## src/rtl/fifo_pkg.sv

```systemverilog
// rtl/fifo_pkg.sv - shared FIFO types and the parity helper used at both FIFO ports
package fifo_pkg;

  // Widest FIFO word the parity helper accepts; narrower words are zero-extended
  // by the caller, which leaves the XOR reduction unchanged.
  localparam int MAX_WORD_W = 129;

  typedef enum logic [1:0] {
    OCC_EMPTY = 2'd0,
    OCC_ONE   = 2'd1,
    OCC_TWO   = 2'd2
  } occ_t;

  function automatic logic parity_ok(input logic [MAX_WORD_W-1:0] word,
                                     input logic                  even_odd,
                                     input logic                  parity_bit);
    return !(parity_bit && ((^word) != even_odd));
  endfunction

endpackage

```

## src/rtl/pop_skid_buffer.sv

```systemverilog
// rtl/pop_skid_buffer.sv - 2-entry in-order skid buffer with registered valid and occupancy
module pop_skid_buffer
  import fifo_pkg::*;
#(
  parameter int W = 33
) (
  input  logic         clk,
  input  logic         rst_n,
  input  logic         in_valid,
  input  logic [W-1:0] in_data,
  output logic         out_valid,
  output logic [W-1:0] out_data,
  input  logic         out_ready,
  output logic [1:0]   occupancy
);

  occ_t         occ_q;
  logic [W-1:0] head_q;
  logic [W-1:0] tail_q;
  logic         out_fire;

  assign out_fire  = out_valid & out_ready;
  assign out_data  = head_q;
  assign occupancy = occ_q;

  // head_q always drives the output; tail_q only holds the second word while stalled.
  // The writer never pushes in OCC_TWO, so that state only waits for a drain.
  always_ff @(posedge clk or negedge rst_n) begin
    if (!rst_n) begin
      occ_q     <= OCC_EMPTY;
      head_q    <= '0;
      tail_q    <= '0;
      out_valid <= 1'b0;
    end else begin
      unique case (occ_q)
        OCC_EMPTY: begin
          if (in_valid) begin
            head_q    <= in_data;
            occ_q     <= OCC_ONE;
            out_valid <= 1'b1;
          end
        end
        OCC_ONE: begin
          if (in_valid && out_fire) begin
            head_q <= in_data;
          end else if (in_valid) begin
            tail_q <= in_data;
            occ_q  <= OCC_TWO;
          end else if (out_fire) begin
            occ_q     <= OCC_EMPTY;
            out_valid <= 1'b0;
          end
        end
        OCC_TWO: begin
          if (out_fire) begin
            head_q <= tail_q;
            occ_q  <= OCC_ONE;
          end
        end
        default: begin
          occ_q     <= OCC_EMPTY;
          out_valid <= 1'b0;
        end
      endcase
    end
  end

endmodule

```

## config.mk

```make
export PLATFORM = sky130hd
export DESIGN_NAME = pop_skid_buffer
export DESIGN_NICKNAME = d
export VERILOG_FILES = /design/src/rtl/fifo_pkg.sv /design/src/rtl/pop_skid_buffer.sv
export SDC_FILE = /design/constraint.sdc
export NUM_CORES = 1
export LEC_CHECK = 0
export CAP_MARGIN = 25
export CORE_MARGIN = 4
export CORE_UTILIZATION = 40
export DETAILED_ROUTE_END_ITERATION = 10
export GPL_TIMING_DRIVEN = 0
export HOLD_SLACK_MARGIN = 0.08
export PLACE_DENSITY = 0.73
export SLEW_MARGIN = 15
export SYNTH_ARGS = -nofsm -noshare
export SYNTH_HDL_FRONTEND = slang
export SYNTH_SLANG_ARGS = --single-unit
```

## constraint.sdc

```tcl
create_clock -name clk -period 2.9 [get_ports clk]
set_input_delay 0.58 -clock clk [delete_from_list [all_inputs] [get_ports clk]]
set_output_delay 0.58 -clock clk [all_outputs]
set_load 0.03 [all_outputs]
```

## After elaboration in Yosys (flattened, before gate mapping)

Cells that the tools add are included.

- Input port bits: 37
- Logic and storage cells: 38
- Output and inout bits: 36
- Register bits: 69

- Mux-type cells: 15
- Equality and inequality tests: 9
- Reductions and logical operators: 7
- Bitwise logic cells: 3

Operators with widths:

| cell | number |
|---|---|
| $mux W33 | 3 |
| $pmux W33 S3 | 1 |
| $ne A2 B2 Y1 const B | 6 |
| $mux W2 | 5 |
| $reduce_and A4 Y1 | 2 |
| $pmux W2 S3 | 1 |
| $reduce_and A5 Y1 | 1 |
| $mux W1 | 4 |
| $ne A3 B3 Y1 const B | 1 |
| $pmux W1 S3 | 1 |
| $reduce_and A3 Y1 | 1 |
| $reduce_bool A3 Y1 | 1 |
| $eq A2 B1 Y1 const B | 1 |
| $eq A2 B2 Y1 const B | 1 |
| $logic_not A2 Y1 | 1 |
| $not A1 Y1 | 2 |
| $and A1 B1 Y1 | 1 |
| $logic_and A1 B1 Y1 | 1 |

## Logic depth before layout (Yosys ltp)

Gate-level depths: netlist (run 1).

- Depth after elaboration: 5
- Depth in mapped cells: 5
- Mapped depth without buffers: 3

## Least setup slack after synthesis (run 1)

Ideal clock, no wire load.

- Kind: register -> register
- Start point: register occ_q[1] (netlist: occupancy[1])
- End point: register head_q[10] (netlist: out_data[10])
- Cell stages (with the launch flop): 6
- Data required time: 2775 ps
- Arrival time: 1618 ps
- Setup slack: 1157 ps
- Period minus slack after synthesis: 1743 ps
- Path buffers: 2
- Cells stage by stage: dfrtp_1 -> nor2b_4 -> buf_6 -> buf_6 -> mux2_2 -> mux2_4

- Word-level cells in the longest chain between the ends: 3

RTL lines:

| what | RTL line | source |
|---|---|---|
| from (decl) | pop_skid_buffer.sv:17 | `occ_t occ_q;` |
| from (signal assigned) | pop_skid_buffer.sv:30 | `occ_q <= OCC_EMPTY;` |
| from (signal assigned) | pop_skid_buffer.sv:39 | `occ_q <= OCC_ONE;` |
| from (signal assigned) | pop_skid_buffer.sv:48 | `occ_q <= OCC_TWO;` |
| $eq A2 B1 Y1 (tied with other cells) | pop_skid_buffer.sv:35 | `unique case (occ_q)` |
| $ne A2 B2 Y1 (no source line) or $reduce_bool A3 Y1 (tied branches) | - |  |
| $reduce_and A4 Y1 (no source line) | - |  |
| to (signal assigned) | pop_skid_buffer.sv:38 | `head_q <= in_data;` |
| to (signal assigned) | pop_skid_buffer.sv:45 | `head_q <= in_data;` |
| to (signal assigned) | pop_skid_buffer.sv:56 | `head_q <= tail_q;` |
| to (decl) | pop_skid_buffer.sv:18 | `logic [W-1:0] head_q;` |

Parallel ways exist; a longest one is shown, timed or not.
A chain may end at the register's enable or synchronous reset.

## Worst setup path in the final report (run 1)

- Start point: register occ_q[0] (netlist: occupancy[0])
- End point: output occupancy[0]

RTL lines:

| what | RTL line | source |
|---|---|---|
| to (decl) | pop_skid_buffer.sv:14 | `output logic [1:0] occupancy` |

No word-level cell between the ends.

==> flow_metrics.env, run 1 <==
export IMPL_status="finished, final reports clean"
export IMPL_place_area_um2=4090
export IMPL_rsz0062_at_grt="false"
export IMPL_synthTopCellsByArea="dfrtp_1 (54%), mux2_2 (24%), mux2_4 (14%)"
export IMPL_tightest_slew_ns=0.333
export IMPL_yosysTopAreaCell="dfrtp_1"
export IMPL_design_portCount=73
export IMPL_finalCriticalPeriod_ns=2.14
export IMPL_crit_chain="clkdlybuf4s50_1"
export IMPL_worstSetupEndpointType="primary output"
export IMPL_clock_latency_ns=0.34
export IMPL_fmax_mhz=468
export IMPL_dieArea_um2=9540
export IMPL_grt_pass1_wl_mm=10.2
export IMPL_die_w_um=97.7
export IMPL_drcViolationCount=0
export IMPL_path_class="reg2out"
export IMPL_gp_congestion=0.707
export IMPL_syn_inst=194
export IMPL_slew_headroom_pct=77.7
export IMPL_synth_seq_cells=69
export IMPL_wl_per_cell_um=15.9
export IMPL_overflow=0
export IMPL_first_pass_iters=4
export IMPL_startpoint_type="register"
export IMPL_core_area_um2=7770
export IMPL_die_height_um=97.7
export IMPL_final_common_cell="clkdlybuf4s50_1"
export IMPL_hold_class="in2async"
export IMPL_critPathTopFamily="buffers and inverters"
export IMPL_slowest_delay_ns=0.73
export IMPL_cts_root_buffer="clkbuf_8"
export IMPL_clk_pin_slew_ns=0.08
export IMPL_drive_gt1_share_pct=45.6
export IMPL_grtUsageTotal_pct=13.4
export IMPL_cts_resized=0
export IMPL_syn_to_final_growth_pct=33.2
export IMPL_vias=1853
export IMPL_finalWirelength_mm=6.11
export IMPL_hpwl_mm=4.19
export IMPL_cts_tree="yes"
export IMPL_report_final_slew_viol_count=0
export IMPL_grt_pass1_vias=2026
export IMPL_fin_skew_ns=0.00951
export IMPL_synth_top_cell_area_share_pct=53.7
export IMPL_fin_nets=315
export IMPL_avgSynthCellArea_um2=16.6
export IMPL_maxCapViolations=0
export IMPL_crit_slowest_cell="clkdlybuf4s50_1"
export IMPL_numCtsBuffers=9
export IMPL_clockBufferDepth=2
export IMPL_crit_path_max_fanout=6
export IMPL_final_cells=385
export IMPL_ff2ff_setup_slack_ns=1.20
export IMPL_yosysUniqueCellTypes=17
export IMPL_via_per_inst=4.81
export IMPL_fin_area_um2=4280
export IMPL_fin_util_pct=55.1
export IMPL_reg2regPathDepth=5
export IMPL_worstReg2RegEnd="out_data[4]$_DFFE_PN0P_"
export IMPL_synth_fp_nets=231
export IMPL_hold_viol_final=0
export IMPL_rows=32
export IMPL_hold_ws_ns=0.106
export IMPL_cts_setup_buffers=0
export IMPL_yosysSeqAreaShare_pct=53.7
export IMPL_power_density_nw_per_um2=1180
export IMPL_worst_ir_drop_vdd_uv=545
export IMPL_final_cell_mix="clkdlybuf4s50_1 (71), dfrtp_1 (69), mux2_2 (68), mux2_4 (31)"
export IMPL_leakage_nw=1.83
export IMPL_fillers=634
export IMPL_finalSetupViolations=0
export IMPL_first_iter_violations=20
export IMPL_h_tree_depth=3
export IMPL_min_period_over_period_pct=73.6
export IMPL_drtAntennaViolNets=0
export IMPL_start_util_pct=41.4
export IMPL_grt_antenna_before_repair=0
export IMPL_io_buffers=72
export IMPL_post_place_cells=369
export IMPL_yosys_warnings=0
export IMPL_syn_area_um2=3220
export IMPL_timing_rr_start="occupancy[1]$_DFFE_PN0P_"
export IMPL_worstPathRequired_ns=2.32
export IMPL_cp_data_arrival_time_ns=1.56
export IMPL_diodes=0
export IMPL_hold_buffers=0
export IMPL_grt_max_degree=54
export IMPL_path_buf_inv=1
export IMPL_cts_sinks=69
==> Yosys cell counts <==
cell type / n
nor2_1: 1
and2_1: 1
a21oi_1: 1
buf_6: 10
o2bb2ai_4: 1
dfrtp_1: 69
nand2_4: 1
nor2b_4: 1
mux2_4: 31
nor2b_1: 1
o22ai_1: 1
nand3b_1: 1
o21ai_0: 2
nand2b_1: 3
mux2_2: 68
mux2i_1: 1
a21boi_4: 1
==> final cells by class <==
class | instances | area [µm²] | share of cell area [%]
multi-input cells | 115 | 1380 | 32.1
well taps | 102 | 128 | 2.98
repair buffers | 73 | 746 | 17.4
clock inverters | 4 | 47.5 | 1.11
clock buffers | 12 | 145 | 3.39
flip-flops and latches | 69 | 1730 | 40.3
plain buffers | 10 | 113 | 2.63
==> metal layers <==
metal | share of wire [%] | track usage (%) | wire [µm]
met1 | 47 | 17.9 | 2850
met2 | 48 | 20.6 | 2950
met3 | 3.7 | 3.80 | 229
met4 | 1.2 | 5.22 | 76
met5 | 0 | 0 | 0
==> per-stage QoR <==
step	worst slack, ns	power (W)	setup TNS, ns
3_3_place_gp	-1.19	0.00428	-81.47
4_1_cts	0.751	0.00513	0
5_1_grt	0.688	0.00535	0
6_report	0.764	0.00507	0
3_5_place_dp	0.625	0.00433	0
2_1_floorplan	1.16	0.00350	0
==> flip-flops by register name, summed over array words and instances, names as in the netlist <==
name and count:
occupancy 2, tail_q 33, out_valid 1, out_data 33
==> report_power, final <==
part,switching [W],internal [W]
Clock,0.000356,0.000419
Combinational,0.00113,0.00143
Sequential,0.000276,0.00146
==> worst max path at each step <==
stage	from	endpoint	slack (ns)	cells past startpoint
floorplan	occupancy[1]$_DFFE_PN0P_	out_data[10]$_DFFE_PN0P_	1.16	5
global placement	rst_n	out_data[24]$_DFFE_PN0P_	-1.19	1
detailed placement	out_ready	out_data[6]$_DFFE_PN0P_	0.63	5
CTS	occupancy[0]$_DFFE_PN0P_	occupancy[0]	0.75	1
global route	occupancy[0]$_DFFE_PN0P_	occupancy[0]	0.69	1
finish	occupancy[0]$_DFFE_PN0P_	occupancy[0]	0.76	1
==> logic make-up (layout without fill, tap and decap cells) <==
kind of cell | after synthesis | in the layout | synth area share [%]
simple gates | 9 | 9 | 2.10
mux | 100 | 100 | 38.6
buf+inv | 10 | 99 | 3.50
compound gates | 6 | 6 | 2.10
flops | 69 | 69 | 53.7
No activity file was read; power rests on OpenSTA's default activity.
==> run 2, diff against run 1 <==
clock period = 2.1 ns   (was 2.9 ns; I/O delays follow)
==> run 2 against run 1 <==
Effect of this change:
- core utilization increased by 0.13 points
- setup slack got worse by 0.64 ns
- cell count increased by 0.26%
==> flow_metrics.env, run 2 (synthesized netlist as in run 1, its figures left out) <==
export IMPL_final_common_cell="clkdlybuf4s50_1"
export IMPL_hpwl_mm=4.19
export IMPL_fin_area_um2=4290
export IMPL_die_height_um=97.7
export IMPL_grt_pass1_wl_mm=10.3
export IMPL_p_int_w=0.00457
export IMPL_sw_frac_of_total_pct=34.7
export IMPL_rsz0062_at_grt="false"
export IMPL_io_buffers=72
export IMPL_cts_tree="yes"
export IMPL_tightest_slew_ns=0.333
export IMPL_final_cell_mix="clkdlybuf4s50_1 (71), dfrtp_1 (69), mux2_2 (68), mux2_4 (31)"
export IMPL_drive_gt1_share_pct=45.4
export IMPL_fin_skew_ns=0.00935
export IMPL_rows=32
export IMPL_vias=1862
export IMPL_p_seq_share_pct=34.3
export IMPL_via_per_inst=4.82
export IMPL_cts_resized=0
export IMPL_p_comb_share_pct=50.4
export IMPL_min_period_over_period_pct=94.0
export IMPL_worst_ir_drop_vdd_uv=753
export IMPL_hold_buffers=1
export IMPL_gp_congestion=0.707
export IMPL_numCtsBuffers=9
export IMPL_path_buf_inv=1
export IMPL_hold_viol_final=0
export IMPL_dieArea_um2=9540
export IMPL_startpoint_type="register"
export IMPL_start_util_pct=41.4
export IMPL_drtAntennaViolNets=0
export IMPL_path_class="reg2out"
export IMPL_timing_rr_start="occupancy[1]$_DFFE_PN0P_"
export IMPL_syn_to_final_growth_pct=33.5
export IMPL_fillers=633
export IMPL_diodes=0
export IMPL_crit_slowest_cell="clkdlybuf4s50_1"
export IMPL_maxCapViolations=0
export IMPL_grt_antenna_before_repair=0
export IMPL_crit_path_max_fanout=6
export IMPL_worstPathRequired_ns=1.68
export IMPL_final_cells=386
export IMPL_cts_root_buffer="clkbuf_8"
export IMPL_critPathTopFamily="buffers and inverters"
export IMPL_setup_ws_ns=0.126
export IMPL_h_tree_depth=3
export IMPL_overflow=0
export IMPL_core_area_um2=7770
export IMPL_report_final_slew_viol_count=0
export IMPL_fin_nets=316
export IMPL_cts_sinks=69
export IMPL_wl_per_cell_um=15.8
export IMPL_power_density_nw_per_um2=1630
export IMPL_p_clk_share_pct=15.3
export IMPL_die_w_um=97.7
export IMPL_clk_pin_slew_ns=0.08
export IMPL_status="finished, final reports clean"
export IMPL_worstSetupEndpointType="primary output"
export IMPL_first_iter_violations=26
export IMPL_first_pass_iters=3
export IMPL_power_w=0.00700
export IMPL_grt_pass1_vias=2036
export IMPL_design_portCount=73
export IMPL_fin_util_pct=55.3
export IMPL_post_place_cells=369
export IMPL_clock_latency_ns=0.34
export IMPL_fmax_mhz=507
export IMPL_grt_max_degree=54
export IMPL_preCtsSetupSlack_ns=-0.0146
export IMPL_finalSetupViolations=0
export IMPL_grtUsageTotal_pct=13.4
export IMPL_cp_data_arrival_time_ns=1.55
export IMPL_crit_start="occupancy[0]$_DFFE_PN0P_"
export IMPL_clockBufferDepth=2
export IMPL_hold_class="in2async"
export IMPL_crit_chain="clkdlybuf4s50_1"
export IMPL_slowest_delay_ns=0.73
export IMPL_place_area_um2=4090
export IMPL_slew_headroom_pct=77.7
export IMPL_drcViolationCount=0
export IMPL_leakage_nw=1.83
export IMPL_p_switching_w=0.00243
export IMPL_finalWirelength_mm=6.12
export IMPL_cts_setup_buffers=0
export IMPL_finalCriticalPeriod_ns=1.97
[run 2: cell count changes in the layout (fill, tap and decap cells not counted), sizes merged]
cell and change:
dlygate4sd3 +1
[run 2: final timing paths]
path	cells past startpoint	slack, ns	to
max	1	0.13	occupancy[0]
min	2	0.50	out_data[14]$_DFFE_PN0P_
max reg2reg	5	0.40	out_data[4]$_DFFE_PN0P_
min reg2reg	1	0.50	tail_q[31]$_DFFE_PN0P_
max in group asynchronous	3	1.06	out_data[25]$_DFFE_PN0P_
min in group clk	1	0.50	tail_q[31]$_DFFE_PN0P_
[run 2: layout make-up]
cell class / instances / area, µm² / share of cell area [%]
flip-flops and latches: 69 / 1730 / 40.2
multi-input cells: 115 / 1380 / 32.1
repair buffers: 74 / 756 / 17.6
clock buffers: 12 / 145 / 3.38
well taps: 102 / 128 / 2.97
plain buffers: 10 / 113 / 2.62
clock inverters: 4 / 47.5 / 1.11
[run 2: routing by layer]
metal	wire length (µm)	part of all wire, %	up-vias	global-route usage, %
li1	-	-	866	-
met1	2860	47	947	18.0
met2	2950	48	42	20.7
met3	230	3.8	7	3.80
met4	72	1.2	0	5.22
met5	0	0	-	0
[run 2: power groups by stage]
stage | sequential, W | clock (W) | combinational, W
after floorplan | 0.00305 | 0 | 0.00178
after global placement | 0.00238 | 0 | 0.00353
after detailed placement | 0.00242 | 0 | 0.00357
after CTS | 0.00240 | 0.00110 | 0.00358
after global routing | 0.00249 | 0.00116 | 0.00374
final | 0.00240 | 0.00107 | 0.00353
[run 2: through the flow]
| step | hold slack (ns) | TNS [ns] |
|---|---|---|
| after floorplan | 0.124 | 0 |
| after global routing | 0.507 | 0 |
| final | 0.499 | 0 |
| after global placement | 0.480 | -125.63 |
| after CTS | 0.485 | 0 |
| after detailed placement | 0.309 | -0.203 |
